File: config.mk
export PLATFORM = sky130hd
export DESIGN_NAME = seg_scan8
export DESIGN_NICKNAME = d
export VERILOG_FILES = /design/src/rtl/seg_scan8.sv
export SDC_FILE = /design/constraint.sdc
export NUM_CORES = 1
export LEC_CHECK = 0
export ABC_AREA = 1
export CORE_UTILIZATION = 55
export DETAILED_ROUTE_END_ITERATION = 8
export PLACE_DENSITY = 0.83
export SYNTH_ARGS = -nofsm -noshare
export SYNTH_HDL_FRONTEND = slang
export SYNTH_SLANG_ARGS = --single-unit
File: constraint.sdc
create_clock -name clk -period 3 [get_ports clk]
set_clock_uncertainty 0.15 [all_clocks]
set_input_delay 0.3 -clock clk [delete_from_list [all_inputs] [get_ports clk]]
set_output_delay 0.3 -clock clk [all_outputs]
set_load 0.005 [all_outputs]
File: src/rtl/seg_scan8.sv
// Multiplexed 8-digit 7-segment scanner: snapshots a 32-bit nibble word once per
// frame, steps one digit per prescaler tick, and hex-decodes with optional blanking.
module seg_scan8 #(
  parameter int unsigned DIV    = 50000,
  parameter bit          SEG_AL = 1'b1,
  parameter bit          AN_AL  = 1'b1
) (
  input  logic        clk,
  input  logic        clr,
  input  logic [31:0] data,
  input  logic [3:0]  valid_cnt,
  input  logic        blank_en,
  output logic [6:0]  seg,
  output logic        dp,
  output logic [7:0]  an,
  output logic [2:0]  digit_idx,
  output logic        frame
);

  localparam logic [19:0] CNT_MAX = 20'(DIV - 1);
  localparam logic [6:0]  SEG_OFF = SEG_AL ? 7'h7F : 7'h00;
  localparam logic [7:0]  AN_OFF  = AN_AL ? 8'hFF : 8'h00;
  localparam logic        DP_OFF  = SEG_AL;

  // Active-high glyph, bit order {g,f,e,d,c,b,a}.
  function automatic logic [6:0] hex7(input logic [3:0] nib);
    logic [6:0] g;
    case (nib)
      4'h0: g = 7'h3F;
      4'h1: g = 7'h06;
      4'h2: g = 7'h5B;
      4'h3: g = 7'h4F;
      4'h4: g = 7'h66;
      4'h5: g = 7'h6D;
      4'h6: g = 7'h7D;
      4'h7: g = 7'h07;
      4'h8: g = 7'h7F;
      4'h9: g = 7'h6F;
      4'hA: g = 7'h77;
      4'hB: g = 7'h7C;
      4'hC: g = 7'h39;
      4'hD: g = 7'h5E;
      4'hE: g = 7'h79;
      default: g = 7'h71;
    endcase
    return g;
  endfunction

  function automatic logic [3:0] sat_cnt(input logic [3:0] v);
    return (v > 4'd8) ? 4'd8 : v;
  endfunction

  logic [19:0] cnt_q, cnt_d;
  logic [2:0]  idx_q, idx_d;
  logic [31:0] shadow_q, shadow_d;
  logic [3:0]  shcnt_q, shcnt_d;
  logic        frame_q, frame_d;
  logic [6:0]  seg_q, seg_d;
  logic        dp_q, dp_d;
  logic [7:0]  an_q, an_d;

  logic        tick;
  logic        wrap;
  logic        blank;
  logic [3:0]  nib;
  logic [6:0]  seg_on;
  logic [7:0]  an_on;
  logic        dp_on;

  always_comb begin
    tick     = (cnt_q == CNT_MAX);
    wrap     = tick && (idx_q == 3'd7);
    cnt_d    = tick ? 20'd0 : cnt_q + 20'd1;
    idx_d    = tick ? idx_q + 3'd1 : idx_q;
    shadow_d = wrap ? data : shadow_q;
    shcnt_d  = wrap ? sat_cnt(valid_cnt) : shcnt_q;
    frame_d  = wrap;

    // Decode from the next-state shadow so the wrap edge shows freshly captured data.
    nib    = shadow_d[{idx_d, 2'b00} +: 4];
    blank  = blank_en && ({1'b0, idx_d} >= shcnt_d);
    seg_on = blank ? 7'h00 : hex7(nib);
    an_on  = 8'd1 << idx_d;
    dp_on  = (idx_d == 3'd0) && (shcnt_d == 4'd8);

    seg_d = seg_q;
    an_d  = an_q;
    dp_d  = dp_q;
    if (tick) begin
      seg_d = SEG_AL ? ~seg_on : seg_on;
      an_d  = AN_AL ? ~an_on : an_on;
      dp_d  = dp_on ^ SEG_AL;
    end
  end

  always_ff @(posedge clk or negedge clr) begin
    if (!clr) begin
      cnt_q    <= 20'd0;
      idx_q    <= 3'd7;
      shadow_q <= 32'd0;
      shcnt_q  <= 4'd0;
      frame_q  <= 1'b0;
      seg_q    <= SEG_OFF;
      an_q     <= AN_OFF;
      dp_q     <= DP_OFF;
    end else begin
      cnt_q    <= cnt_d;
      idx_q    <= idx_d;
      shadow_q <= shadow_d;
      shcnt_q  <= shcnt_d;
      frame_q  <= frame_d;
      seg_q    <= seg_d;
      an_q     <= an_d;
      dp_q     <= dp_d;
    end
  end

  assign seg       = seg_q;
  assign dp        = dp_q;
  assign an        = an_q;
  assign digit_idx = idx_q;
  assign frame     = frame_q;

endmodule

==> run_results.csv <==
group,metric,value,unit
worst_setup_path,critPathArrivalTime,3.03,ns
clock_network,cts_root_buffer,"clkbuf_8",
routing,drt_iter0_markers,313,
timing,slew_viol_final,0,
power,finalPower,2010,uW
flow_run,cap_violations,0,
cells_and_area,final_cell_mix,"nand2_1, inv_1, nor2_1, clkdlybuf4s50_1, dfrtp_1",
clock_network,cts.clk_slew.worst_paths,0.09,ns
routing,drc_errors,0,
timing,rsz0062_at_grt,"true",
global_route,grt_pass1_wl,16.5,mm
placement,detailed_place_hpwl,7.42,mm
die,core_region_area,7330,um^2
cells_and_area,layout-drive-gt1-share,20.2,%
routing,vias,3879,
worst_setup_path,max_stage_delay,0.41,ns
placement,post-place-ws,-0.0957,ns
worst_setup_path,crit_fanout,6,
worst_setup_path,r2r_end,"seg[0]",
global_route,overflow,0,
die,start_util,57.4,%
worst_hold_path,hp-class,"reg -> reg",
yosys,synth_cell_types,40,
cells_and_area,final_common_cell,"nand2_1",
worst_setup_path,r2r_slack,0.12,ns
timing,hold_slack,0.336,ns
timing,tightest_slew,0.738,ns
timing,final.setup.worst_slack,0.117,ns
clock_network,cts_buffer_depth,2,
yosys,synth_warnings,0,
worst_setup_path,path_class,"reg -> reg",
global_route,antenna_found_initial,0,
routing,viasPerCell,5.19,
clock_network,htreeDepth,3,
routing,firstDrtPassIters,5,
worst_setup_path,cp_cell_sequence,"ha_4, nand3_4, nor2_8, nand3_4, or2_4, nand2_4, inv_4, nor2_1, nand3_1, nand2_2, inv_2, ha_2, inv_1, nand3_1, nand3_1, nand3_1, nand2_1, inv_1",
routing,ant_nets,0,
cells_and_area,n_fill_cell,498,
cells_and_area,final_util,74.7,%
timing,timing.final.hold_violations,0,
worst_setup_path,endpoint,"seg[0]",
worst_setup_path,critPathTopFamily,"simple AND/OR/NAND/NOR gates",
clock_network,cts.sinks,76,
routing,wl_per_cell,14.7,um
die,die_area,8000,um^2
yosys,synth_edf_count,0,
yosys,synth_top_flop_cell,"dfrtp_1",
clock_network,cts_tree,"done",
worst_hold_path,hold_start,"shadow_q[13]",
yosys,synthCells,546,
worst_setup_path,r2r_cells,18,
die,io_pins,59,
timing,period_share,96.1,%
timing,fin_crit,2.88,ns
die,die_h,89.4,um
run_status,status,"finished clean",
timing,setup_viol,0,
timing,max_freq,0.347,GHz
cells_and_area,n_antenna_cell,0,
die,num_rows,31,
timing,final.setup.tns,0,ns
worst_setup_path,rr_startpoint,"cnt_q[0]",
power,p_leak,0.00286,uW
placement,gp_congestion,0.847,
global_route,grt_usage,27.8,%
cells_and_area,fin_nets,694,
global_route,grt_pass1_vias,3410,
placement,io_buffers,58,
worst_setup_path,cp-startpoint,"cnt_q[0]",
worst_setup_path,critPathMostFrequentCell,"nand3_1",
yosys,async_flop_share,100,%
worst_setup_path,critical_path_required,3.15,ns
yosys,syn-num-nets,596,
die,die_w,89.4,um
timing,max_slew_margin,50.8,%
global_route,grt_max_degree,46,
worst_setup_path,slowest_stage,"dfrtp_1",
worst_setup_path,path_buf_inv,4,
yosys,syn_area_per_cell,7.70,um^2
yosys,syn-cell-area,4210,um^2
clock_network,cts_buffers,9,
power,power.density,367,nW/um^2
clock_network,clk_latency,0.36,ns
worst_setup_path,crit_path_end_kind,"flop",
yosys,ys_ff_latch,76,
power,ir_drop,221,uV
routing,routed_wl,11.0,mm
worst_setup_path,crit_path_start_kind,"flop",
worst_setup_path,crit_cells,18,
yosys,yosysSeqAreaShare,45.8,%
cells_and_area,area_delta_synth_final,30.2,%
## state kept, by name, summed over array words and instances (netlist names)
signal and count:
shadow_q 32, an 8, digit_idx 3, dp 1, frame 1, seg 7
cnt_q 20, shcnt_q 4
## how the worst min path moves through the flow
stage                    to  slack [ns]  cells past startpoint
2_1_floorplan      cnt_q[0]       -0.15                      0
3_3_place_gp       cnt_q[8]        0.25                      1
3_5_place_dp       cnt_q[9]        0.26                      1
4_1_cts            cnt_q[0]        0.31                      1
5_1_grt         shadow_q[4]        0.35                      2
6_report       shadow_q[13]        0.34                      2
## synth_stat cells (3+ instances only)
cell / instances / area (um^2)
nand2_1: 157 / 589
o21ai_0: 15 / 75.1
nand2_2: 4 / 25.0
dfstp_2: 19 / 499
nand2_4: 4 / 45.0
o22ai_1: 8 / 50.1
inv_2: 8 / 30.0
buf_2: 3 / 15.0
inv_1: 89 / 334
nor2_2: 7 / 43.8
nor2_4: 6 / 67.6
or2_2: 3 / 18.8
nand3_4: 3 / 52.6
dfrtp_1: 57 / 1430
a21oi_1: 12 / 60.1
clkbuf_1: 3 / 11.3
nand3_1: 27 / 135
nor2_1: 67 / 251
o21ai_1: 4 / 20.0
nor3_1: 3 / 15.0
xor2_1: 5 / 43.8
nand4_1: 9 / 56.3
ha_1: 11 / 138
## cell type report
type                       instances  area (um^2)  area share (%)
tap                               99          124            2.26
multi-input combinational        363         1940            35.5
clock buffer                      10          138            2.51
timing repair buffer              96          883            16.1
inverter                          98          374            6.83
clock inverter                     6         87.6            1.60
sequential                        76         1930            35.2
## repair_timing
| action | in CTS | in global routing |
|---|---|---|
| setup buffers | 3 | 23 |
| hold endpoints to repair | 31 | 0 |
| endpoints found under the setup margin | 6 | 7 |
| hold buffers | 1 | 0 |
| gates resized for setup | 7 | 19 |
| pin swaps | 2 | 13 |
## metal layers
layer	GRT usage, %	share of wire [%]	up-vias
met2	42.4	46	160
met3	4.52	6.5	23
li1	-	-	1875
met5	0	0	-
met4	10.4	1.9	0
met1	40.0	46	1821
## stage by stage
step           area [um^2]  std cells
2_1_floorplan         4210        546
3_3_place_gp          4950        705
3_5_place_dp          4950        705
4_1_cts               5230        725
5_1_grt               5470        748
6_report              5470        748
## logic make-up (layout without fill, tap and decap cells)
family                     count (synthesis)  after routing  synth area share [%]
and+or+nand+nor                          304            304                  34.2
DFF                                       76             76                  45.8
AOI/OAI and AO/OA                         43             43                  5.62
adders and majority gates                 11             11                  3.27
buffers and inverters                    107            210                  10.1
xor gates and xnor gates                   5              5                  1.04
## worst min-delay path, cell delays in order (launching register included)
cell and delay [ns]:
dfrtp_1 0.33, nand2_1 0.05, nand2_1 0.07
## report_power, final
group          leakage [uW]  switching [uW]  total [uW]  internal (uW)
registers          0.000876           0.401        1030           1030
logic               0.00187            33.7        83.4           49.7
clock network      0.000116             409         900            491
total               0.00286             443        2010           1570
No activity file was read; power rests on OpenSTA's default activity.
